**src/rtl/seg7_pkg.sv**
```systemverilog
// seg7_pkg: glyph fonts, digit codes and scan helpers shared by the
// 7-segment scan decoder and its glyph decoder.
package seg7_pkg;

  typedef logic [6:0] seg_t;
  typedef logic [4:0] code_t;

  typedef enum logic [1:0] {
    SCAN_IDLE   = 2'd0,
    SCAN_ACTIVE = 2'd1,
    SCAN_MULTI  = 2'd2
  } scan_kind_e;

  typedef struct packed {
    code_t code;
    logic  dp;
    logic  blank;
    logic  err;
  } digit_t;

  localparam code_t CODE_BLANK = 5'h00;
  localparam code_t CODE_ERR   = 5'h1F;
  localparam code_t CODE_H     = 5'h10;
  localparam code_t CODE_L     = 5'h11;
  localparam code_t CODE_P     = 5'h12;
  localparam code_t CODE_DASH  = 5'h13;
  localparam code_t CODE_N     = 5'h14;
  localparam code_t CODE_O     = 5'h15;

  // Active-high segments, bit 0 = a ... bit 6 = g
  localparam seg_t GLYPH_BLANK = 7'h00;
  localparam seg_t GLYPH_0     = 7'h3F;
  localparam seg_t GLYPH_1     = 7'h06;
  localparam seg_t GLYPH_2     = 7'h5B;
  localparam seg_t GLYPH_3     = 7'h4F;
  localparam seg_t GLYPH_4     = 7'h66;
  localparam seg_t GLYPH_5     = 7'h6D;
  localparam seg_t GLYPH_6     = 7'h7D;
  localparam seg_t GLYPH_7     = 7'h07;
  localparam seg_t GLYPH_8     = 7'h7F;
  localparam seg_t GLYPH_9     = 7'h6F;
  localparam seg_t GLYPH_A     = 7'h77;
  localparam seg_t GLYPH_B     = 7'h7C;
  localparam seg_t GLYPH_C     = 7'h39;
  localparam seg_t GLYPH_D     = 7'h5E;
  localparam seg_t GLYPH_E     = 7'h79;
  localparam seg_t GLYPH_F     = 7'h71;
  localparam seg_t GLYPH_H     = 7'h76;
  localparam seg_t GLYPH_L     = 7'h38;
  localparam seg_t GLYPH_P     = 7'h73;
  localparam seg_t GLYPH_DASH  = 7'h40;
  localparam seg_t GLYPH_N     = 7'h54;
  localparam seg_t GLYPH_O     = 7'h5C;

  localparam digit_t DIGIT_RESET = '{
    code:  CODE_BLANK,
    dp:    1'b0,
    blank: 1'b1,
    err:   1'b0
  };

  function automatic scan_kind_e scan_kind(input logic [3:0] an);
    scan_kind_e k;
    unique case (an)
      4'b1110,
      4'b1101,
      4'b1011,
      4'b0111: k = SCAN_ACTIVE;
      4'b1111: k = SCAN_IDLE;
      default: k = SCAN_MULTI;
    endcase
    return k;
  endfunction

  function automatic logic [1:0] scan_idx(input logic [3:0] an);
    logic [1:0] i;
    unique case (an)
      4'b1101: i = 2'd1;
      4'b1011: i = 2'd2;
      4'b0111: i = 2'd3;
      default: i = 2'd0;
    endcase
    return i;
  endfunction

endpackage

```
**src/rtl/seg7_glyph_decode.sv**
```systemverilog
// seg7_glyph_decode: combinational 7-segment glyph to digit code.
// Letters H L P - n o decode only when SEG7_DEC_LETTERS_EN is defined.
module seg7_glyph_decode
  import seg7_pkg::*;
(
  input  seg_t  seg,
  output code_t code,
  output logic  blank,
  output logic  err
);

  always_comb begin
    code  = CODE_ERR;
    blank = 1'b0;
    err   = 1'b0;
    unique case (1'b1)
      (seg == GLYPH_BLANK): begin
        code  = CODE_BLANK;
        blank = 1'b1;
      end
      (seg == GLYPH_0): code = 5'h00;
      (seg == GLYPH_1): code = 5'h01;
      (seg == GLYPH_2): code = 5'h02;
      (seg == GLYPH_3): code = 5'h03;
      (seg == GLYPH_4): code = 5'h04;
      (seg == GLYPH_5): code = 5'h05;
      (seg == GLYPH_6): code = 5'h06;
      (seg == GLYPH_7): code = 5'h07;
      (seg == GLYPH_8): code = 5'h08;
      (seg == GLYPH_9): code = 5'h09;
      (seg == GLYPH_A): code = 5'h0A;
      (seg == GLYPH_B): code = 5'h0B;
      (seg == GLYPH_C): code = 5'h0C;
      (seg == GLYPH_D): code = 5'h0D;
      (seg == GLYPH_E): code = 5'h0E;
      (seg == GLYPH_F): code = 5'h0F;
`ifdef SEG7_DEC_LETTERS_EN
      (seg == GLYPH_H):    code = CODE_H;
      (seg == GLYPH_L):    code = CODE_L;
      (seg == GLYPH_P):    code = CODE_P;
      (seg == GLYPH_DASH): code = CODE_DASH;
      (seg == GLYPH_N):    code = CODE_N;
      (seg == GLYPH_O):    code = CODE_O;
`endif
      default: begin
        code = CODE_ERR;
        err  = 1'b1;
      end
    endcase
  end

endmodule

```
**src/rtl/seg7_scan_decoder.sv**
```systemverilog
// seg7_scan_decoder: recovers 4-digit frames from a multiplexed 7-seg bus.
// Build option SEG7_DEC_LETTERS_EN enables letter glyphs in the decoder.
module seg7_scan_decoder
  import seg7_pkg::*;
#(
  parameter int unsigned STABLE_CYCLES  = 1000,
  parameter int unsigned TIMEOUT_CYCLES = 2_000_000
) (
  input  logic        clk_100MHz,
  input  logic        reset_button,
  input  logic [7:0]  cathodes,
  input  logic [3:0]  anodes,
  output logic [19:0] digit_code,
  output logic [3:0]  digit_dp,
  output logic [3:0]  digit_blank,
  output logic [3:0]  seg_err,
  output logic        frame_valid,
  output logic        multi_err,
  output logic        stale
);

  localparam int SW = $clog2(STABLE_CYCLES + 1);
  localparam int TW = $clog2(TIMEOUT_CYCLES + 1);

  localparam logic [SW-1:0] STAB_MAX  = SW'(STABLE_CYCLES);
  localparam logic [SW-1:0] STAB_LAST = SW'(STABLE_CYCLES - 1);
  localparam logic [SW-1:0] STAB_ONE  = SW'(1);
  localparam logic [TW-1:0] IDLE_MAX  = TW'(TIMEOUT_CYCLES);
  localparam logic [TW-1:0] IDLE_ONE  = TW'(1);

  logic [11:0]   bus_d;
  logic [11:0]   bus_q;
  logic          chg;
  logic          cap;
  logic          cap_active;
  logic          cap_multi;
  logic          frame_done;
  logic [SW-1:0] stab_cnt;
  logic [TW-1:0] idle_cnt;
  logic [3:0]    seen;
  logic [3:0]    seen_nxt;
  logic          multi_pend;
  logic          pend_nxt;
  scan_kind_e    kind;
  logic [1:0]    idx;
  seg_t          seg_on;
  code_t         dec_code;
  logic          dec_blank;
  logic          dec_err;
  digit_t        dig_new;
  digit_t [3:0]  shadow;
  digit_t [3:0]  frame_q;

  assign bus_d = {anodes, cathodes};

  // Anode and cathode edges land in the same register, so a digit switch
  // is one change and the dwell restarts until both have settled.
  assign chg = (bus_d != bus_q);
  assign cap = !chg && (stab_cnt == STAB_LAST);

  assign kind       = scan_kind(bus_q[11:8]);
  assign idx        = scan_idx(bus_q[11:8]);
  assign cap_active = cap && (kind == SCAN_ACTIVE);
  assign cap_multi  = cap && (kind == SCAN_MULTI);
  assign frame_done = (seen == 4'hF);

  assign seg_on = ~bus_q[6:0];

  seg7_glyph_decode u_glyph (
    .seg   (seg_on),
    .code  (dec_code),
    .blank (dec_blank),
    .err   (dec_err)
  );

  assign dig_new = '{
    code:  dec_code,
    dp:    ~bus_q[7],
    blank: dec_blank,
    err:   dec_err
  };

  // A capture alongside frame completion joins the freshly cleared set
  always_comb begin
    seen_nxt = frame_done ? 4'h0 : seen;
    pend_nxt = frame_done ? 1'b0 : multi_pend;
    if (cap_active) begin
      seen_nxt[idx] = 1'b1;
    end
    if (cap_multi) begin
      seen_nxt = 4'h0;
      pend_nxt = 1'b1;
    end
  end

  always_ff @(posedge clk_100MHz) begin
    if (reset_button) begin
      bus_q    <= 12'hFFF;
      stab_cnt <= '0;
      idle_cnt <= '0;
    end else begin
      bus_q <= bus_d;
      if (chg) begin
        stab_cnt <= '0;
      end else if (stab_cnt != STAB_MAX) begin
        stab_cnt <= stab_cnt + STAB_ONE;
      end
      if (cap_active || cap_multi) begin
        idle_cnt <= '0;
      end else if (idle_cnt != IDLE_MAX) begin
        idle_cnt <= idle_cnt + IDLE_ONE;
      end
    end
  end

  always_ff @(posedge clk_100MHz) begin
    if (reset_button) begin
      seen        <= 4'h0;
      multi_pend  <= 1'b0;
      shadow      <= {4{DIGIT_RESET}};
      frame_q     <= {4{DIGIT_RESET}};
      frame_valid <= 1'b0;
      multi_err   <= 1'b0;
      stale       <= 1'b0;
    end else begin
      seen        <= seen_nxt;
      multi_pend  <= pend_nxt;
      frame_valid <= frame_done;
      if (cap_active) begin
        shadow[idx] <= dig_new;
      end
      if (frame_done) begin
        frame_q   <= shadow;
        multi_err <= multi_pend;
      end
      if (frame_done) begin
        stale <= 1'b0;
      end else if (idle_cnt == IDLE_MAX) begin
        stale <= 1'b1;
      end
    end
  end

  always_comb begin
    digit_code  = '0;
    digit_dp    = '0;
    digit_blank = '0;
    seg_err     = '0;
    for (int i = 0; i < 4; i++) begin
      digit_code[5*i +: 5] = frame_q[i].code;
      digit_dp[i]          = frame_q[i].dp;
      digit_blank[i]       = frame_q[i].blank;
      seg_err[i]           = frame_q[i].err;
    end
  end

endmodule

```
**config.mk**
```make
export PLATFORM = sky130hd
export DESIGN_NAME = seg7_scan_decoder
export DESIGN_NICKNAME = d
export VERILOG_FILES = /design/src/rtl/seg7_pkg.sv /design/src/rtl/seg7_glyph_decode.sv /design/src/rtl/seg7_scan_decoder.sv
export SDC_FILE = /design/constraint.sdc
export NUM_CORES = 1
export LEC_CHECK = 0
export CORE_MARGIN = 3
export CORE_UTILIZATION = 25
export CTS_CLUSTER_SIZE = 20
export DETAILED_ROUTE_END_ITERATION = 7
export PLACE_DENSITY = 0.5
export SKIP_LAST_GASP = 1
export SYNTH_ARGS = -nofsm -noshare
export SYNTH_HDL_FRONTEND = slang
export SYNTH_SLANG_ARGS = --single-unit
```
**constraint.sdc**
```tcl
create_clock -name clk_100MHz -period 2.6 [get_ports clk_100MHz]
set_clock_uncertainty 0.05 [all_clocks]
set_input_delay 0.52 -clock clk_100MHz [delete_from_list [all_inputs] [get_ports clk_100MHz]]
set_output_delay 0.52 -clock clk_100MHz [all_outputs]
set_load 0.005 [all_outputs]
```
== Word level (Yosys, flattened, before mapping) ==
Cells that the tools add are included.

* Register bits after elaboration: 115
* Input port bits: 14
* Output and inout port bits: 35
* Logic and storage cells: 105

* $add $sub $neg: 2
* Order comparisons: 2
* Equal/unequal tests: 29
* Mux-type cells: 14
* Bitwise gates (word level): 3
* Reductions and logical operators: 15

{| class="wikitable"
|+ Operator list
! cell !! number
|-
| 7-bit == test, second input constant || 12
|-
| 5-bit case mux with 16 select lines || 1
|-
| 32-bit bitwise mux || 1
|-
| 21-bit by 1-bit adder with 21-bit output, second input constant || 1
|-
| 21-bit == test, second input constant || 1
|-
| 21-bit != test, second input constant || 1
|-
| 4-bit == test, second input constant || 5
|-
| 17-bit OR reduction || 1
|-
| 8-bit demux with 2-bit select || 1
|-
| 7-bit by 3-bit == test with 1-bit output, second input constant || 2
|-
| 7-bit by 6-bit == test with 1-bit output, second input constant || 2
|-
| 12-bit != test || 1
|-
| 10-bit by 1-bit adder with 10-bit output, second input constant || 1
|-
| 10-bit == test, second input constant || 1
|-
| 10-bit != test, second input constant || 1
|-
| 2-bit OR reduction || 5
|-
| 4-bit 2-to-1 mux || 2
|-
| 8-bit 2-to-1 mux || 1
|-
| 7-bit logical NOT || 1
|-
| 7-bit inverter || 1
|-
| 2-bit case mux with 3 select lines || 1
|-
| 1-bit 2-to-1 mux || 5
|-
| 4-bit by 3-bit == test with 1-bit output, second input constant || 1
|-
| 1-bit logical AND || 4
|-
| other kinds (12) || 12
|}

== Logic depth before layout (Yosys ltp) ==
Gate-level depths: netlist (run 1).

* Word-level depth: 8
* Mapped depth: 8
* Depth with buffers taken out: 7

== Hierarchy ==
Synthesis (run 1) repeated with hierarchy kept, for this count alone.

* Cell total of the unflattened synthesis: 568
* Area, all modules: 5051.1 µm²

{| class="wikitable"
|+ By module, submodules not included
! module !! times used !! cells an instance !! area each (µm²) !! seq. area each (µm²)
|-
| seg7_scan_decoder || 1 || 505 || 4598.2 || 2302.2
|-
| seg7_glyph_decode || 1 || 63 || 452.9 || 0.0
|}

== Worst setup path before layout (run 1) ==
OpenSTA, ideal clock, no wires.

* Path type: register to register
* From: register bus_q[0]
* To: register shadow[5] (netlist name)
* Setup time: 134 ps
* Arrival: 1679 ps
* Data required time: 2416 ps
* Path slack: 737 ps
* Cell stages (with the launch flop): 7
* Path buffers: 1
* Period minus slack after synthesis: 1863 ps
* Cells stage by stage: dfxtp_1 buf_2 or4b_2 a31oi_1 a211oi_2 a211oi_2 a211oi_1

* Cells in the longest elaborated chain, start to end: 5
* Elaborated cells on any way between the ends: 25
* Classes of those cells: 17 x eq/ne; 2 x mux; 1 x bitwise; 5 x reduce/logical

{| class="wikitable"
|+ RTL lines
! element !! RTL line !! source
|-
| from (decl) || seg7_scan_decoder.sv:32 || <nowiki>logic [11:0] bus_q;</nowiki>
|-
| from (signal assigned) || seg7_scan_decoder.sv:102 || <nowiki>bus_q <= bus_d;</nowiki>
|-
| 7-bit inverter || seg7_scan_decoder.sv:67 || <nowiki>assign seg_on = ~bus_q[6:0];</nowiki>
|-
| 7-bit by 6-bit == test with 1-bit output or 7-bit logical NOT (tied branches) || seg7_glyph_decode.sv:21, seg7_glyph_decode.sv:17 ||
|-
| 2-bit OR reduction (no source line) || n/a ||
|-
| 5-bit case mux with 16 select lines || seg7_glyph_decode.sv:16 || <nowiki>unique case (1'b1)</nowiki>
|-
| 32-bit bitwise mux || seg7_scan_decoder.sv:130 || <nowiki>shadow[idx] <= dig_new;</nowiki>
|-
| to (signal assigned) || seg7_scan_decoder.sv:120 || <nowiki>shadow <= {4{DIGIT_RESET}};</nowiki>
|-
| to (signal, indexed assignment) || seg7_scan_decoder.sv:130 ||
|-
| to (decl) || seg7_scan_decoder.sv:51 || <nowiki>digit_t [3:0] shadow;</nowiki>
|}

Several ways; a longest one is shown, not always the timed one.
A chain may end at the register's enable or synchronous reset.

== Final worst setup path (run 1) ==
* From: register bus_q[0]
* To: register shadow[16] (netlist name)

* Cells in the longest elaborated chain, start to end: 5
* Elaborated cells on any way between the ends: 25
* Classes of those cells: 17 x eq/ne; 2 x mux; 1 x bitwise; 5 x reduce/logical

{| class="wikitable"
|+ RTL lines
! element !! RTL line !! source
|-
| 7-bit inverter || seg7_scan_decoder.sv:67 ||
|-
| 7-bit == test (tied with other cells) || seg7_glyph_decode.sv:36 || <nowiki>(seg == GLYPH_F): code = 5'h0F;</nowiki>
|-
| 17-bit OR reduction (no source line) || n/a ||
|-
| 1-bit 2-to-1 mux || seg7_glyph_decode.sv:16 ||
|-
| 32-bit bitwise mux || seg7_scan_decoder.sv:130 ||
|}

Several ways; a longest one is shown, not always the timed one.

==> out/summary.txt, run 1 <==
====================================================================================
Status                                                                     completed
Crit path max-delay cell type                                           sky130_fd_sc_hd__dfxtp_1
Post-DRT Antenna Nets                                                              0
Effective utilization at floorplan                                             25.7%
Count of antenna diodes in the layout                                              0
Yosys top cell area share                                                      45.8%
DR DRC count                                                                       0
Worst hold path endpoint                                                  seg_err[3]
Share of post-route cells with drive strength above 1                          9.97%
Classification of the worst setup path                                  flop to flop
Horiz. Die Dim                                                                148 um
Max-cap check violation count                                                      0
Pin count of the biggest net entering global routing                              50
Synthesis-to-finish area growth                                                25.5%
Buffer cell driving the clock tree root                                 sky130_fd_sc_hd__clkbuf_16
Fillers                                                                         2086
Number of nets in the finished design                                            652
Commonest non-fill, non-tap cell in the layout                          sky130_fd_sc_hd__dfxtp_1
Layout Cells excl Fill                                                           907
DP Wirelength                                                                8780 um
Vertical extent of the die                                                    148 um
HP Class                                                                flop to flop
Inserted Clock Buffers                                                            17
Netlist area before placement                                             5030 sq um
Final setup TNS                                                                 0 ps
Data arrival time of the worst path                                          2590 ps
Crit path time final                                                         2310 ps
Delay of the slowest cell on the worst path                                   650 ps
Relative slew slack                                                            55.2%
Average via count per standard cell                                             4.66
Number of setup buffers added after CTS                                            0
WL per Instance                                                              13.7 um
Final WL                                                                    12400 um
Vias in the first global route                                                  4104
Die Area                                                                 21900 sq um
Number of ports placed on the die boundary                                        49
Async SR Flop Fraction                                                            0%
Sort of element at the start of the critical path                               flop
Most used DFF post-synth                                                sky130_fd_sc_hd__dfxtp_1
Startpoint of the lowest-slack register-to-register path                    bus_q[0]
Placed insts                                                                     880
Required time of the critical path                                           2870 ps
Number of buffers inserted for hold repair after clock tree synthesis              0
Sequence of cells on the critical path                                  nor4bb_1 -> mux2_2 -> a211oi_2 -> nand4b_1 -> o21ai_0
Post-Syn Instances                                                               589
Crit-path max FO                                                                  18
Final worst-path cycle share                                                   88.9%
Post-synth net total                                                             607
Final Hold Vio Count                                                               0
Worst hold path depth                                                              2
Total of flip-flops plus latches after synthesis                                 115
Final GP Congestion                                                            0.784
GRT Overall Usage                                                              11.8%
H-Tree Level Count                                                                 4
Initial DRC count                                                                250
Clock slew seen by the registers of the worst setup and hold paths             50 ps
CTS Sinks                                                                        115
CP top delay family                                                       flip-flops
I/O Buffers                                                                       48
Synth Warn #                                                                       0
Antenna violations before repair                                                   0
Power per unit of standard cell area                                     646 nW/um^2
Slew at the pin closest to its max-slew limit                                 665 ps
Portion of the post-synthesis area used by sequential elements                 45.8%
Worst r2r path cells                                                               5
Hold wc startpoint                                                        seg_err[3]
TritonCTS clock tree                                                            done
Core ar.                                                                 19600 sq um
Worst-case register-to-register setup slack                                   290 ps
Top library cells by usage in the layout, fill and taps aside           115 x sky130_fd_sc_hd__dfxtp_1, 94 x sky130_fd_sc_hd__nand2_1, 50 x sky130_fd_sc_hd__a21oi_1, 47 x sky130_fd_sc_hd__clkdlybuf4s50_1, 43 x sky130_fd_sc_hd__nor2_1
Crit path buffers/inverters                                                        0
Later-pin clock latency in the skew report                                    410 ps
Total of endpoints with negative setup slack in the final report                   0
Critical path endpoint category                                                 flop
Buffer levels on the longest clock path                                            2
Peak Freq                                                                  0.432 GHz
Yosys cell types                                                                  53
Largest cells by area after synthesis                                   sky130_fd_sc_hd__dfxtp_1 46%, sky130_fd_sc_hd__nand2_1 7.0%, sky130_fd_sc_hd__xnor2_1 5.2%
Worst r2r dst                                                             shadow[16]
Placement row count                                                               51
Setup repair after global routing missed its margin                            false
Wire length of the first global-routing pass                                20500 um
Leak Pwr                                                                     2.13 nW
Grt ovf                                                                            0
Number of slew-limit violations in the final report                                0
Worst ir drop on vdd                                                        0.380 mV
Post-cts gate resize count                                                         0
Router iterations before antenna repair                                            5
Vias                                                                            4223
Cell type with the highest aggregate area in the netlist                sky130_fd_sc_hd__dfxtp_1
Count of flip-flops with a built-in enable after synthesis                         0
Syn avg cell area                                                         8.54 sq um
====================================================================================
[registers in the layout, summed over array words and instances (netlist names)]
register     cells
digit_dp         4
multi_err        1
stab_cnt        10
seen             4
multi_pend       1
frame_valid      1
stale            1
seg_err          4
shadow          32
bus_q           12
digit_blank      4
digit_code      20
idle_cnt        21
[layer usage]
metal	wire length [um]	GRT usage, %
met4	246	5.50
met5	0	0
met3	543	3.25
met1	6020	15.1
met2	5620	18.7
[cell type report]
cell class / instances / area [sq um] / area share [%]
Clock buffer: 20 / 457 / 7.23
Timing Repair Buffer: 63 / 601 / 9.51
Clock inverter: 7 / 62.6 / 0.991
Tap cell: 265 / 332 / 5.25
Inverter: 16 / 60.1 / 0.951
Multi-Input combinational cell: 421 / 2500 / 39.6
Sequential cell: 115 / 2300 / 36.5
[worst min-delay path: stages, from the launching register on]
cell and delay [ps]:
sky130_fd_sc_hd__dfxtp_1 300, sky130_fd_sc_hd__nand2_1 50, sky130_fd_sc_hd__a21oi_1 50
[Yosys cell counts (all sizes together), types with 13 or more instances]
library cell / n
buf: 15
o21ai: 15
inv: 16
nand2: 94
dfxtp: 115
or2: 13
xnor2: 30
nand4: 20
nand3b: 20
nand3: 19
nor3: 13
a21oi: 50
clkbuf: 22
nor2: 43
[power breakdown]
part           internal [mW]  leakage, nW  total, mW  switching (mW)
combinational         0.0747        0.938      0.168          0.0936
sequential              1.78        0.930       1.81          0.0317
clock                   1.32        0.259       2.10           0.774
total                   3.18         2.13       4.07           0.899
[cell families (layout without fill, tap and decap cells)]
kind of cell	Yosys count	after routing	synth area share [%]
buffers and inverters	53	106	4.58
AND/OR/NAND/NOR	280	280	29.7
adder cells (fa/ha/maj)	5	5	1.19
flip-flops	115	115	45.8
multiplexers	5	5	1.02
XOR/XNOR	40	40	6.96
AO/OA/AOI/OAI	91	91	10.7
[worst max-delay path by stage]
stage	start	endpoint	cells past startpoint
after floorplan	bus_q[0]	shadow[5]	6
after global placement	cathodes[6]	shadow[1]	6
after detailed placement	cathodes[6]	idle_cnt[12]	7
after CTS	bus_q[0]	shadow[16]	5
after global routing	bus_q[0]	shadow[16]	5
final	bus_q[0]	shadow[16]	5
[per-stage QoR]
step / power, mW / hold WS (ps) / instance area (sq um) / util [%] / setup WS, ps
3_5_place_dp: 2.01 / 396 / 5790 / 29.6 / 132
5_1_grt: 4.22 / 420 / 6310 / 32.2 / 136
6_report: 4.07 / 401 / 6310 / 32.2 / 288
2_1_floorplan: 1.95 / 382 / 5030 / - / 737
3_3_place_gp: 2.01 / 394 / 5790 / 29.6 / 145
4_1_cts: 4.13 / 403 / 6310 / 32.2 / 288
(Power assumes the default switching activity.)
==> run 2, diff against run 1 <==
- CTS_CLUSTER_SIZE: 20 -> default
- HOLD_SLACK_MARGIN: default -> 0.15
- REMOVE_ABC_BUFFERS: default -> 1
==> run 2 against run 1 <==
Compared with the run above:
- fmax increased by 2.6%
- flip-flop and latch count unchanged
- global-route usage fell by 0.21 points
- clock power is 16% higher
- critical path depth unchanged
==> out/summary.txt, run 2 (synthesized netlist as in run 1, its figures left out) <==
====================================================================================
Leak Pwr                                                                     2.16 nW   +1.7%
Library cell appearing most often on the critical path                  sky130_fd_sc_hd__a211oi_2
Effective utilization at floorplan                                             25.7%   unchanged
Required time of the critical path                                           2830 ps   -40 ps
Clock slew seen by the registers of the worst setup and hold paths             50 ps   about the same
Placement row count                                                               51   unchanged
DR DRC count                                                                       0   unchanged
Critical path endpoint category                                                 flop
Final setup TNS                                                                 0 ps   unchanged
CP top delay family                                                     compound AO/OA/AOI/OAI gates
Register ranked first by flip-flop count                                      shadow
Router iterations before antenna repair                                            4   -1
GRT Overall Usage                                                              11.6%   -0.21 points
Final Hold Vio Count                                                               0   unchanged
Crit-path max FO                                                                  13   -5
Startpoint of the lowest-slack register-to-register path                    bus_q[3]
Hold wc startpoint                                                      digit_code[9]
Sequence of cells on the critical path                                  or4b_2 -> a31oi_1 -> a211oi_2 -> a211oi_2 -> a211oi_1
Final hold slack                                                              404 ps   +3.01 ps
Crit path buffers/inverters                                                        0   unchanged
Relative slew slack                                                            57.0%   +1.8 points
Buffer cell driving the clock tree root                                 sky130_fd_sc_hd__clkbuf_16
Post-DRT Antenna Nets                                                              0   unchanged
CTS Sinks                                                                        115   unchanged
Initial DRC count                                                                273   +9.2%
Post-cts gate resize count                                                         0   unchanged
Delay of the slowest cell on the worst path                                   620 ps   -30 ps
Grt ovf                                                                            0   unchanged
Number of ports placed on the die boundary                                        49   unchanged
Buffer levels on the longest clock path                                            2   unchanged
Top library cells by usage in the layout, fill and taps aside           115 x sky130_fd_sc_hd__dfxtp_1, 94 x sky130_fd_sc_hd__nand2_1, 50 x sky130_fd_sc_hd__a21oi_1, 47 x sky130_fd_sc_hd__clkdlybuf4s50_1, 43 x sky130_fd_sc_hd__nor2_1
Vias                                                                            4230   +0.17%
Die Area                                                                 21900 sq um   unchanged
Worst ir drop on vdd                                                        0.459 mV   +21%
Start point of the critical path                                            bus_q[3]
HP Class                                                                flop to flop
Data arrival time of the worst path                                          2490 ps   -100 ps
Crit path time final                                                         2250 ps   -57.8 ps
Vias in the first global route                                                  4118   +0.34%
DP Wirelength                                                                8720 um   -0.78%
Final GP Congestion                                                            0.817   +4.3%
Share of post-route cells with drive strength above 1                          9.95%   -0.016 points
Number of nets in the finished design                                            649   -0.46%
Core ar.                                                                 19600 sq um   unchanged
Vertical extent of the die                                                    148 um   unchanged
Final worst-path cycle share                                                   86.7%   -2.2 points
Sort of element at the start of the critical path                               flop
Crit path max-delay cell type                                           sky130_fd_sc_hd__or4b_2
Total of endpoints with negative setup slack in the final report                   0   unchanged
WL per Instance                                                              13.5 um   -1.7%
Status                                                                     completed
Classification of the worst setup path                                  flop to flop
Number of setup buffers added after CTS                                            0   unchanged
Synthesis-to-finish area growth                                                27.2%
Final WL                                                                    12200 um   -1.6%
Count of antenna diodes in the layout                                              0   unchanged
H-Tree Level Count                                                                 4   unchanged
Max-cap check violation count                                                      0   unchanged
Number of slew-limit violations in the final report                                0   unchanged
Horiz. Die Dim                                                                148 um   unchanged
Later-pin clock latency in the skew report                                    410 ps   about the same
Number of flip-flops under the largest register name                              32   unchanged
I/O Buffers                                                                       48   unchanged
Number of buffers inserted for hold repair after clock tree synthesis              0   unchanged
Peak Freq                                                                  0.444 GHz   +2.6%
TritonCTS clock tree                                                            done
Antenna violations before repair                                                   0   unchanged
Setup repair after global routing missed its margin                            false
Average via count per standard cell                                             4.66   about the same
Commonest non-fill, non-tap cell in the layout                          sky130_fd_sc_hd__dfxtp_1
Inserted Clock Buffers                                                            17   unchanged
Pin count of the biggest net entering global routing                              85   +70%
Wire length of the first global-routing pass                                20500 um   about the same
Power per unit of standard cell area                                     689 nW/um^2   +6.7%
Slew at the pin closest to its max-slew limit                                 638 ps   -26.9 ps
Fillers                                                                         2033   -2.5%
====================================================================================
-- run 2: layout make-up --
class	instances	area, sq um	share of cell area (%)
multi-input combinational	421	2500	39.0
sequential	115	2300	36.0
timing repair buffer	60	591	9.23
clock buffer	21	460	7.19
tap	265	332	5.18
clock inverter	10	156	2.44
inverter	16	60.1	0.938
-- run 2: worst paths after layout --
kind / to / slack, ps / cells after the start
worst min register to register: digit_code[9] / 400 / 2
worst min-delay path: digit_code[9] / 400 / 2
worst max-delay path: shadow[5] / 350 / 5
worst max register to register: shadow[5] / 350 / 5
-- run 2: through the flow --
step           util [%]  instance area, sq um  setup WS (ps)  total power [mW]  cells
2_1_floorplan         -                  4860            570              1.93    552
3_3_place_gp       29.5                  5780            219              2.01    877
3_5_place_dp       29.5                  5780            156              2.02    877
4_1_cts            32.7                  6400            350              4.46    908
5_1_grt            32.7                  6400            151              4.57    908
6_report           32.7                  6400            345              4.41    908
-- run 2: worst register-to-register path: cells and delay by family, from the launching register on --
kind,cells,cell delay (ps)
AOI/OAI and AO/OA,4,860
and+or+nand+nor,1,630
DFF,1,590
-- run 2: power by group --
part	switching, mW	internal (mW)
logic	0.0895	0.0775
clock network	0.791	1.64
registers	0.0324	1.78
-- run 2: layer usage --
metal  vias up  share of wire (%)  global-route usage, %
met4         0                2.1                   5.27
met2        74                 46                   18.7
li1       2132                  -                      -
met5         -                  0                      0
met1      2006                 49                   15.0
met3        18                3.0                   2.64
==> run 3, diff against run 2 <==
- GPL_TIMING_DRIVEN: default -> 0
- SLEW_MARGIN: default -> 30
==> run 3 against run 2 <==
Compared with the run above:
- worst hold slack got worse by 35 ps
- critical endpoint is now shadow[13]
- largest power group unchanged
- combinational power fell by 3%
- critical path depth is the same
- fmax down 2.0%
- sequential power about the same
- first-iteration DRC count shrank 40%
- final cell count decreased by 0.88%
- clock power rose by 3%
- flip-flop and latch count unchanged
- sequential share of layout area increased by 0.14 points
- highest routed layer unchanged
- register-to-register slack worse by 50 ps
- largest cell class unchanged
- routed wire length down 3.4%
==> out/summary.txt, run 3 (synthesized netlist as in run 1, its figures left out) <==
=================================================================================
Fillers                                                                      2040   +0.34%
Start point of the critical path                                         bus_q[0]
Wire length of the first global-routing pass                             19400 um   -5.4%
Critical path endpoint category                                              flop
Peak Freq                                                               0.435 GHz   -2.0%
I/O Buffers                                                                    48   unchanged
Post-Place Cell Area                                                   5730 sq um   -0.91%
Number of flip-flops under the largest register name                           32   unchanged
Later-pin clock latency in the skew report                                 420 ps   about the same
Final setup TNS                                                              0 ps   unchanged
HP Class                                                             input pin to flop
Commonest non-fill, non-tap cell in the layout                       sky130_fd_sc_hd__dfxtp_1
Status                                                                  completed
Initial DRC count                                                             165   -40%
Router iterations before antenna repair                                         4   unchanged
Grt ovf                                                                         0   unchanged
Leak Pwr                                                                  2.14 nW   -1.2%
Final WL                                                                 11800 um   -3.4%
Post-DRT Antenna Nets                                                           0   unchanged
Power per unit of standard cell area                                  703 nW/um^2   +2.0%
Required time of the critical path                                        2830 ps   about the same
Worst ir drop on vdd                                                     0.453 mV   -1.3%
Vertical extent of the die                                                 148 um   unchanged
Top library cells by usage in the layout, fill and taps aside        115 x sky130_fd_sc_hd__dfxtp_1, 94 x sky130_fd_sc_hd__nand2_1, 50 x sky130_fd_sc_hd__a21oi_1, 47 x sky130_fd_sc_hd__clkdlybuf4s50_1, 43 x sky130_fd_sc_hd__nor2_1
GRT Overall Usage                                                           11.1%   -0.57 points
Final std cell area, no fill                                           6370 sq um   -0.39%
Vias                                                                         4100   -3.1%
Crit-path max FO                                                               18   +5
Slew at the pin closest to its max-slew limit                              809 ps   +170 ps
DR DRC count                                                                    0   unchanged
Final hold slack                                                           369 ps   -34.9 ps
Placement row count                                                            51   unchanged
Classification of the worst setup path                               flop to flop
DP Wirelength                                                             8330 um   -4.4%
Final worst-path cycle share                                                88.5%   +1.8 points
WL per Instance                                                           13.1 um   -2.5%
Clock slew seen by the registers of the worst setup and hold paths          50 ps   about the same
Crit path buffers/inverters                                                     0   unchanged
Sequence of cells on the critical path                               xnor2_1 -> nand4_1 -> nor4b_4 -> and2_1 -> a211oi_1
Delay of the slowest cell on the worst path                                760 ps   +140 ps
Buffer cell driving the clock tree root                              sky130_fd_sc_hd__clkbuf_16
Average via count per standard cell                                          4.56   -2.2%
Core ar.                                                              19600 sq um   unchanged
Startpoint of the lowest-slack register-to-register path                 bus_q[0]
Sort of element at the start of the critical path                            flop
Share of post-route cells with drive strength above 1                       9.29%   -0.66 points
Max-cap check violation count                                                   0   unchanged
Horiz. Die Dim                                                             148 um   unchanged
Data arrival time of the worst path                                       2530 ps   +40 ps
Crit path max-delay cell type                                        sky130_fd_sc_hd__nor4b_4
Pin count of the biggest net entering global routing                           74   -13%
Number of slew-limit violations in the final report                             0   unchanged
Total of endpoints with negative setup slack in the final report                0   unchanged
Number of nets in the finished design                                         640   -1.4%
Hold wc startpoint                                                   reset_button
Final Hold Vio Count                                                            0   unchanged
Pre-CTS setup slack                                                       -236 ps   -391 ps
Relative slew slack                                                         45.9%   -11 points
Count of antenna diodes in the layout                                           0   unchanged
H-Tree Level Count                                                              4   unchanged
Setup slack after layout                                                   299 ps   -46.5 ps
Setup repair after global routing missed its margin                         false
Combined area of the multi-input logic cells                           2510 sq um   +0.45%
Crit path time final                                                      2300 ps   +46.5 ps
Register ranked first by flip-flop count                                   shadow
Vias in the first global route                                               3940   -4.3%
Final total power                                                         4.48 mW   +1.6%
Inserted Clock Buffers                                                         17   unchanged
Synthesis-to-finish area growth                                             26.7%
Number of ports placed on the die boundary                                     49   unchanged
CTS Sinks                                                                     115   unchanged
Effective utilization at floorplan                                          25.7%   unchanged
Antenna violations before repair                                                0   unchanged
Die Area                                                              21900 sq um   unchanged
TritonCTS clock tree                                                         done
CP top delay family                                                  simple AND/OR/NAND/NOR gates
Sequential cell area                                                   2300 sq um   unchanged
Buffer levels on the longest clock path                                         2   unchanged
Final GP Congestion                                                         0.762   -6.8%
=================================================================================
-- run 3: cell type report --
cell class / count / share of cell area, %
inverters: 16 / 0.942
flip-flops and latches: 115 / 36.1
well taps: 265 / 5.20
clock buffers: 21 / 7.38
repair buffers: 51 / 8.28
clock inverters: 11 / 2.71
multi-input cells: 421 / 39.4
-- run 3: worst paths after layout --
check	to	slack [ps]	cells after the start
worst max-delay path	shadow[13]	300	5
worst min-delay path	bus_q[6]	370	2
worst max register to register	shadow[13]	300	5
worst min register to register	digit_code[17]	400	2
-- run 3: report_power, final --
part | switching [mW] | internal [mW]
Combinational | 0.0883 | 0.0738
Clock | 0.825 | 1.68
Sequential | 0.0314 | 1.78
-- run 3: routing by layer --
layer  GRT usage (%)  routed length, um  share of wire [%]  up-vias
met1            14.1               5750                 49     1895
met2            17.4               5430                 46       79
met4            3.83                170                1.4        0
met5               0                  0                  0        -
li1                -                  -                  -     2112
met3            3.95                464                3.9       14
-- run 3: through the flow --
step,utilization (%),std cells
global placement,29.0,865
floorplan,-,552
detailed placement,29.3,868
global route,32.5,900
CTS,32.5,900
finish,32.5,900
-- run 3: worst register-to-register path: stages, from the launching register on --
cell                       delay, ps
sky130_fd_sc_hd__dfxtp_1         640
sky130_fd_sc_hd__xnor2_1         200
sky130_fd_sc_hd__nand4_1         180
sky130_fd_sc_hd__nor4b_4         760
sky130_fd_sc_hd__and2_1          260
sky130_fd_sc_hd__a211oi_1         80
-- run 3: repair_timing --
item,4_1_cts,5_1_grt
buffers inserted,0,0
setup endpoints to repair,0,21
hold buffers,0,0
gates resized for setup,0,1
